--- src/rtl/alu_arbiter_if.sv ---
// ============================================================================
// alu_arbiter_if : request/response bundle between two requesters and the ALU arbiter
// Revision       : 1.0
// ============================================================================
`default_nettype none

interface alu_arbiter_if #(
   parameter int WIDTH = 32
) ();
   logic             req0_valid_i;
   logic             req0_ready_o;
   logic [2:0]       req0_ctrl_i;
   logic [WIDTH-1:0] req0_data1_i;
   logic [WIDTH-1:0] req0_data2_i;
   logic             req1_valid_i;
   logic             req1_ready_o;
   logic [2:0]       req1_ctrl_i;
   logic [WIDTH-1:0] req1_data1_i;
   logic [WIDTH-1:0] req1_data2_i;
   logic             resp0_valid_o;
   logic             resp0_ready_i;
   logic             resp1_valid_o;
   logic             resp1_ready_i;
   logic [WIDTH-1:0] resp_data_o;
   logic             resp_zero_o;
   logic             busy_o;

   modport slave (
      input  req0_valid_i, req0_ctrl_i, req0_data1_i, req0_data2_i,
      input  req1_valid_i, req1_ctrl_i, req1_data1_i, req1_data2_i,
      input  resp0_ready_i, resp1_ready_i,
      output req0_ready_o, req1_ready_o,
      output resp0_valid_o, resp1_valid_o, resp_data_o, resp_zero_o, busy_o
   );

   modport master (
      output req0_valid_i, req0_ctrl_i, req0_data1_i, req0_data2_i,
      output req1_valid_i, req1_ctrl_i, req1_data1_i, req1_data2_i,
      output resp0_ready_i, resp1_ready_i,
      input  req0_ready_o, req1_ready_o,
      input  resp0_valid_o, resp1_valid_o, resp_data_o, resp_zero_o, busy_o
   );
endinterface

`default_nettype wire

--- src/rtl/alu_arbiter.sv ---
// ============================================================================
// alu_arbiter : round-robin sharing of one integer ALU between two requesters
// Revision    : 1.0
// ============================================================================
`default_nettype none

module alu_arbiter #(
   parameter int WIDTH   = 32,
   parameter int MUL_LAT = 3
) (
   input  wire logic     clk_i,
   input  wire logic     rst_i,
   alu_arbiter_if.slave  bus
);
   localparam int               SHW       = $clog2(WIDTH);
   localparam logic [WIDTH-1:0] C_WIDTH_V = WIDTH'(WIDTH);
   localparam logic [3:0]       C_MUL_CNT = 4'(MUL_LAT - 1);
   localparam logic [2:0]       C_ADD = 3'b000, C_SLL = 3'b001, C_MUL = 3'b010, C_ZRO = 3'b011;
   localparam logic [2:0]       C_XOR = 3'b100, C_SRA = 3'b101, C_SUB = 3'b110, C_AND = 3'b111;

   typedef enum logic [1:0] {
      S_IDLE = 2'd0,
      S_EXEC = 2'd1,
      S_RESP = 2'd2
   } state_t;

   state_t           r_state;
   logic             r_last_grant;
   logic             r_owner;
   logic [3:0]       r_cnt;
   logic [2:0]       r_ctrl;
   logic [WIDTH-1:0] r_d1;
   logic [WIDTH-1:0] r_d2;
   logic [WIDTH-1:0] r_resp_data;
   logic             r_resp_zero;

   logic             w_idle;
   logic             w_rdy0;
   logic             w_rdy1;
   logic             w_owner_ack;
   logic [WIDTH-1:0] w_alu;

   // On contention the requester not granted last wins; reset gates the readies low.
   assign w_idle = (r_state == S_IDLE) && !rst_i;
   assign w_rdy0 = w_idle && bus.req0_valid_i && (!bus.req1_valid_i || r_last_grant);
   assign w_rdy1 = w_idle && bus.req1_valid_i && (!bus.req0_valid_i || !r_last_grant);
   assign w_owner_ack = r_owner ? bus.resp1_ready_i : bus.resp0_ready_i;

   always_comb begin
      w_alu = '0;
      case (r_ctrl)
         C_ADD: w_alu = r_d1 + r_d2;
         C_SUB: w_alu = r_d1 - r_d2;
         C_MUL: w_alu = r_d1 * r_d2;
         C_AND: w_alu = r_d1 & r_d2;
         C_XOR: w_alu = r_d1 ^ r_d2;
         C_SLL: w_alu = (r_d2 >= C_WIDTH_V) ? '0 : (r_d1 << r_d2[SHW-1:0]);
         C_SRA: w_alu = $signed(r_d1) >>> r_d2[SHW-1:0];
         C_ZRO: w_alu = '0;
         default: w_alu = '0;
      endcase
   end

   always_ff @(posedge clk_i) begin
      if (rst_i) begin
         r_state      <= S_IDLE;
         r_last_grant <= 1'b1;
         r_owner      <= 1'b0;
         r_cnt        <= '0;
         r_ctrl       <= '0;
         r_d1         <= '0;
         r_d2         <= '0;
         r_resp_data  <= '0;
         r_resp_zero  <= 1'b0;
      end else begin
         case (r_state)
            S_IDLE: begin
               if (w_rdy0 || w_rdy1) begin
                  r_owner      <= w_rdy1;
                  r_last_grant <= w_rdy1;
                  r_ctrl       <= w_rdy1 ? bus.req1_ctrl_i  : bus.req0_ctrl_i;
                  r_d1         <= w_rdy1 ? bus.req1_data1_i : bus.req0_data1_i;
                  r_d2         <= w_rdy1 ? bus.req1_data2_i : bus.req0_data2_i;
                  r_cnt        <= ((w_rdy1 ? bus.req1_ctrl_i : bus.req0_ctrl_i) == C_MUL)
                                  ? C_MUL_CNT : 4'd0;
                  r_state      <= S_EXEC;
               end
            end
            S_EXEC: begin
               if (r_cnt != 4'd0) begin
                  r_cnt <= r_cnt - 4'd1;
               end else begin
                  r_resp_data <= w_alu;
                  r_resp_zero <= (w_alu == '0);
                  r_state     <= S_RESP;
               end
            end
            S_RESP: begin
               if (w_owner_ack) begin
                  r_state <= S_IDLE;
               end
            end
            default: r_state <= S_IDLE;
         endcase
      end
   end

   assign bus.req0_ready_o  = w_rdy0;
   assign bus.req1_ready_o  = w_rdy1;
   assign bus.resp0_valid_o = (r_state == S_RESP) && !r_owner;
   assign bus.resp1_valid_o = (r_state == S_RESP) &&  r_owner;
   assign bus.resp_data_o   = r_resp_data;
   assign bus.resp_zero_o   = r_resp_zero;
   assign bus.busy_o        = (r_state != S_IDLE);

endmodule

`default_nettype wire

--- src/flat_wrapper.sv ---
// flat-port wrapper written by rule: the top's interface ports become plain ports
module alu_arbiter_flat 
#(
   parameter int WIDTH   = 32,
   parameter int MUL_LAT = 3
)
  (clk_i, rst_i, bus_req0_valid_i, bus_req0_ctrl_i, bus_req0_data1_i, bus_req0_data2_i, bus_req1_valid_i, bus_req1_ctrl_i, bus_req1_data1_i, bus_req1_data2_i, bus_resp0_ready_i, bus_resp1_ready_i, bus_req0_ready_o, bus_req1_ready_o, bus_resp0_valid_o, bus_resp1_valid_o, bus_resp_data_o, bus_resp_zero_o, bus_busy_o);
  alu_arbiter_if #(.WIDTH(WIDTH)) bus_i ();
  input  wire logic clk_i;
  input  wire logic rst_i;
  input wire logic [$bits(bus_i.req0_valid_i)-1:0] bus_req0_valid_i;
  input wire logic [$bits(bus_i.req0_ctrl_i)-1:0] bus_req0_ctrl_i;
  input wire logic [$bits(bus_i.req0_data1_i)-1:0] bus_req0_data1_i;
  input wire logic [$bits(bus_i.req0_data2_i)-1:0] bus_req0_data2_i;
  input wire logic [$bits(bus_i.req1_valid_i)-1:0] bus_req1_valid_i;
  input wire logic [$bits(bus_i.req1_ctrl_i)-1:0] bus_req1_ctrl_i;
  input wire logic [$bits(bus_i.req1_data1_i)-1:0] bus_req1_data1_i;
  input wire logic [$bits(bus_i.req1_data2_i)-1:0] bus_req1_data2_i;
  input wire logic [$bits(bus_i.resp0_ready_i)-1:0] bus_resp0_ready_i;
  input wire logic [$bits(bus_i.resp1_ready_i)-1:0] bus_resp1_ready_i;
  output wire logic [$bits(bus_i.req0_ready_o)-1:0] bus_req0_ready_o;
  output wire logic [$bits(bus_i.req1_ready_o)-1:0] bus_req1_ready_o;
  output wire logic [$bits(bus_i.resp0_valid_o)-1:0] bus_resp0_valid_o;
  output wire logic [$bits(bus_i.resp1_valid_o)-1:0] bus_resp1_valid_o;
  output wire logic [$bits(bus_i.resp_data_o)-1:0] bus_resp_data_o;
  output wire logic [$bits(bus_i.resp_zero_o)-1:0] bus_resp_zero_o;
  output wire logic [$bits(bus_i.busy_o)-1:0] bus_busy_o;
  assign bus_i.req0_valid_i = bus_req0_valid_i;
  assign bus_i.req0_ctrl_i = bus_req0_ctrl_i;
  assign bus_i.req0_data1_i = bus_req0_data1_i;
  assign bus_i.req0_data2_i = bus_req0_data2_i;
  assign bus_i.req1_valid_i = bus_req1_valid_i;
  assign bus_i.req1_ctrl_i = bus_req1_ctrl_i;
  assign bus_i.req1_data1_i = bus_req1_data1_i;
  assign bus_i.req1_data2_i = bus_req1_data2_i;
  assign bus_i.resp0_ready_i = bus_resp0_ready_i;
  assign bus_i.resp1_ready_i = bus_resp1_ready_i;
  assign bus_req0_ready_o = bus_i.req0_ready_o;
  assign bus_req1_ready_o = bus_i.req1_ready_o;
  assign bus_resp0_valid_o = bus_i.resp0_valid_o;
  assign bus_resp1_valid_o = bus_i.resp1_valid_o;
  assign bus_resp_data_o = bus_i.resp_data_o;
  assign bus_resp_zero_o = bus_i.resp_zero_o;
  assign bus_busy_o = bus_i.busy_o;
  alu_arbiter #(.WIDTH(WIDTH), .MUL_LAT(MUL_LAT)) u_core (.clk_i(clk_i), .rst_i(rst_i), .bus(bus_i));
endmodule
--- config.mk ---
export PLATFORM = sky130hd
export DESIGN_NAME = alu_arbiter_flat
export DESIGN_NICKNAME = d
export VERILOG_FILES = /design/src/rtl/alu_arbiter_if.sv /design/src/rtl/alu_arbiter.sv /design/src/flat_wrapper.sv
export SDC_FILE = /design/constraint.sdc
export NUM_CORES = 2
export LEC_CHECK = 0
export ABC_AREA = 1
export CAP_MARGIN = 30
export CORE_ASPECT_RATIO = 1.1
export CORE_MARGIN = 10
export CORE_UTILIZATION = 60
export CTS_CLUSTER_SIZE = 20
export DETAILED_ROUTE_END_ITERATION = 7
export GPL_TIMING_DRIVEN = 0
export PLACE_DENSITY = 0.91
export SLEW_MARGIN = 40
export SYNTH_ARGS = -nofsm -noshare
export SYNTH_HDL_FRONTEND = slang
export SYNTH_SLANG_ARGS = --single-unit
--- constraint.sdc ---
create_clock -name clk_i -period 12.9 [get_ports clk_i]
set_input_delay 3.87 -clock clk_i [delete_from_list [all_inputs] [get_ports clk_i]]
set_output_delay 3.87 -clock clk_i [all_outputs]
set_load 0.1 [all_outputs]
==> results.txt <==
The starting DRC count in detailed routing is 4344. The total CTS buffers came out at 9. The reported leakage power came out at 18.1 nW. The mapped netlist covers 28400 um2. The delay of the slowest critical-path stage came out at 0.96 ns. Measured against its own limit, the worst slew margin works out to 34.7%. The number of flip-flops and latches in the synthesized netlist is 108.

The number of filler cells placed in the layout is 4124. The launch instance of the worst register-to-register path is u_core.r_d2[4]. The path class of the tightest hold or removal check is reg -> reg. In the layout the commonest cells are 1141 x nand2_1, 867 x inv_1, 409 x fa_1. For this block, the via count after detailed routing is 30949. The total global routing overflow is 0. The most critical setup path has its endpoint at u_core.bus.resp_zero_o. The final core area utilization is 66.5%. The setup clock skew after layout came out at 0.0236 ns. The distinct cell type count of the synthesized netlist came out at 58.

The die covers 56400 um2. TritonCTS built the clock tree. The final reports fail on DRC. The cell with the largest stage delay on the worst path is fa_1.

The post-synthesis sequential area ratio came out at 7.62%. The number of buffers on the longest clock path is 2. The most critical setup path has its startpoint at u_core.r_d2[4].

The maximum number of pins on one net before global-route repair came out at 20. Once detail routing completed, the nets flagged for antenna violations numbered 0. The setup TNS after final layout came out at 0 ns.

The number of input and output port buffers inserted came out at 176. The clock-pin slew of the registers on the worst-case setup and hold paths came out at 0.10 ns. For this configuration, the core starts out at a cell density of 60.7%. The endpoint of the lowest-slack register-to-register path is u_core.bus.resp_zero_o. The first global-routing pass estimated 191000 um of wire. The total count of max-transition violations in the final report is 0. The number of levels in the clock H-tree came out at 3. The register area came out at 2160 um2. The die is 248 um tall. By startpoint and endpoint, the worst setup path is classified as reg -> reg. The final estimated routing congestion in global placement is 1.15. The maximum VDD drop came out at 0.131 mV. The post-CTS resize count is 0. The aggregate global-route resource usage came out at 46.5%. The worst path uses 80.0% of the clock period.

The actual slew at the worst max-slew pin is 0.980 ns. The yosys synthesis warning count is 0. The number of remaining DRC errors came out at 1. The upper clock frequency limit came out at 96.9 MHz. The clock latency reported for the late side of the worst-skew pair came out at 0.39 ns.

The average instance area after synthesis is 6.62 um2. The kind of start point of the critical path is a register. Counting flops with a built-in enable in the synthesized netlist gives 0. The via count of the first global-routing pass is 31029. Data on the critical path arrives at its endpoint at 10.63 ns. The post-synthesis net count came out at 5026.

The final layout contains routed wiring with a total length of 130000 um. The cell count after synthesis is 4287. The depth of the critical timing path with buffers and inverters included came out at 33. The predominant post-synthesis flop cell is dfxtp_1. The initial antenna violation count is 5. The proportion of layout cells with a drive suffix above 1 is 4.64%. For the finished layout, the period the worst path requires is 10.32 ns. The capturing element type of the critical path is a register. The max-capacitance violation count came out at 0.

After synthesis, the share of flip-flops with an asynchronous set or reset is 0%. The areal power density over the cells came out at 89.2 nW/um2. The total core area is 46700 um2. Setup repair after global routing left no endpoint under its margin.

The multi-input combinational cells in the finished layout cover a total of 21900 um2. Compared with the post-synthesis result, the final layout area differs by 9.48%. The iteration count of the initial detailed-routing pass is 8. The kind of cell with the highest combined delay along the critical path is adder cells. The final hold violation count is 0. The library cell used most frequently in the layout, excluding fill and tap cells, is nand2_1.

The number of nets in the layout came out at 5215. Counting both buffers and inverters, the worst setup path holds a total of 10. The dominant cell type by count on the critical path is fa_1. Setup violations remaining at the end of the flow were counted as 0. After floorplanning, the core was divided into 83 placement rows. The die width came out at 227 um. After detailed routing, the average wire length per cell comes to 25.7 um. The setup fix buffers added after clock tree synthesis is 0. The number of buffers added to fix hold violations after cts came out at 0. The depth of the worst register-to-register path is 33. CTS saw 108 sinks. Detailed placement ended at an HPWL of 107000 um. Of all nets on the critical path, the largest fanout is 10. STA puts the critical path data required time at 13.21 ns. The flow ran to the end, but the final reports show violations. The routed via count divided by cell count came out at 6.09. The clock root buffer is clkbuf_16. In this run the register-to-register setup slack is 2.58 ns. Pin placement for this block handled 178 I/O pins.
## logic make-up (layout without fill, tap and decap cells)
| kind of cell | count (synthesis) | count (layout) | synth area share [%] |
|---|---|---|---|
| and+or+nand+nor | 1884 | 1884 | 27.5 |
| AOI/OAI and AO/OA | 496 | 496 | 9.66 |
| buffers and inverters | 1113 | 1306 | 15.3 |
| DFF | 108 | 108 | 7.62 |
| muxes | 5 | 5 | 0.176 |
| other | 0 | 4 | 0 |
| xor gates and xnor gates | 82 | 82 | 2.53 |
| adders and majority gates | 599 | 599 | 37.2 |
## state kept, by name (all words and copies together), names as in the netlist
| register | cells |
|---|---|
| u_core.r_d1 | 32 |
| u_core.bus.resp_zero_o | 1 |
| u_core.r_ctrl | 3 |
| u_core.r_state | 2 |
| u_core.bus.resp_data_o | 32 |
| u_core.r_cnt | 4 |
| u_core.r_last_grant | 1 |
| u_core.r_d2 | 32 |
| u_core.r_owner | 1 |
## cell type report
| cell class | instances | share of cell area (%) |
|---|---|---|
| tap | 595 | 2.40 |
| clock inverter | 6 | 0.338 |
| sequential | 108 | 6.96 |
| antenna | 4 | 0.0322 |
| buffer | 232 | 3.41 |
| inverter | 881 | 10.7 |
| clock buffer | 9 | 0.725 |
| timing repair buffer | 178 | 5.10 |
| multi-input combinational | 3066 | 70.4 |
## worst min path at each step
stage	slack [ns]	depth (start not counted)	startpoint	to
after global routing	0.53	2	u_core.bus.resp_data_o[16]	u_core.bus.resp_data_o[16]
final	0.50	2	u_core.bus.resp_zero_o	u_core.bus.resp_zero_o
after CTS	0.50	2	u_core.bus.resp_zero_o	u_core.bus.resp_zero_o
after detailed placement	0.49	2	u_core.bus.resp_zero_o	u_core.bus.resp_zero_o
after floorplan	0.48	2	u_core.r_cnt[3]	u_core.r_cnt[3]
after global placement	0.48	2	u_core.bus.resp_zero_o	u_core.bus.resp_zero_o
## per-layer routing
layer  GRT usage, %  vias to the layer above  wire length (um)  part of all wire [%]
li1               -                    13419                 -                     -
met1           50.9                    14318             42800                    33
met2           69.3                     2432             54300                    42
met3           18.2                      778             18800                    14
met4           41.8                        2             14500                    11
met5         0.0871                        -                14                 0.011
## worst register-to-register path, delay by kind of cell (launching register included)
kind                       cells  cell delay [ns]
adders and majority gates      9             4.83
buffers and inverters         10             2.64
AOI/OAI and AO/OA              2             0.84
and+or+nand+nor               12             1.58
DFF                            1             0.36
## synthesized netlist by cell type, types with 6 or more instances
| library cell | count | area share, % |
|---|---|---|
| nand4_1 | 30 | 0.66 |
| buf_1 | 44 | 0.58 |
| nor2_1 | 310 | 4.1 |
| a21oi_1 | 202 | 3.6 |
| a21o_1 | 6 | 0.16 |
| inv_1 | 867 | 11 |
| o21ai_1 | 15 | 0.26 |
| or2_2 | 15 | 0.33 |
| inv_2 | 12 | 0.16 |
| nand3b_1 | 10 | 0.26 |
| buf_6 | 9 | 0.36 |
| a221oi_1 | 6 | 0.19 |
| ha_1 | 190 | 8.4 |
| buf_2 | 54 | 0.95 |
| o211ai_1 | 16 | 0.42 |
| nand3_1 | 318 | 5.6 |
| nand2_1 | 1141 | 15 |
| clkbuf_1 | 116 | 1.5 |
| o21bai_1 | 6 | 0.16 |
| xor2_1 | 45 | 1.4 |
| o21ai_0 | 196 | 3.5 |
| buf_4 | 9 | 0.24 |
| xnor2_1 | 37 | 1.1 |
| dfxtp_1 | 108 | 7.6 |
| nor3_1 | 16 | 0.28 |
| a31oi_1 | 11 | 0.24 |
| fa_1 | 409 | 29 |
| nand2_2 | 15 | 0.33 |
## metrics by stage
step | hold slack [ns] | std cells | cell area, um2 | worst slack, ns | power, W
2_1_floorplan | 0.484 | 4287 | 28400 | 2.42 | 0.00160
3_3_place_gp | 0.484 | 5058 | 30900 | 2.12 | 0.00231
3_5_place_dp | 0.487 | 5058 | 30700 | 2.83 | 0.00231
4_1_cts | 0.499 | 5073 | 31000 | 2.83 | 0.00264
5_1_grt | 0.527 | 5075 | 31100 | 2.54 | 0.00288
6_report | 0.502 | 5079 | 31100 | 2.58 | 0.00277
## power by group
group	switching, W	internal (W)
Sequential	0.0000652	0.000373
Combinational	0.00144	0.000568
Clock	0.000155	0.000174
No activity file was read; power rests on OpenSTA's default activity.
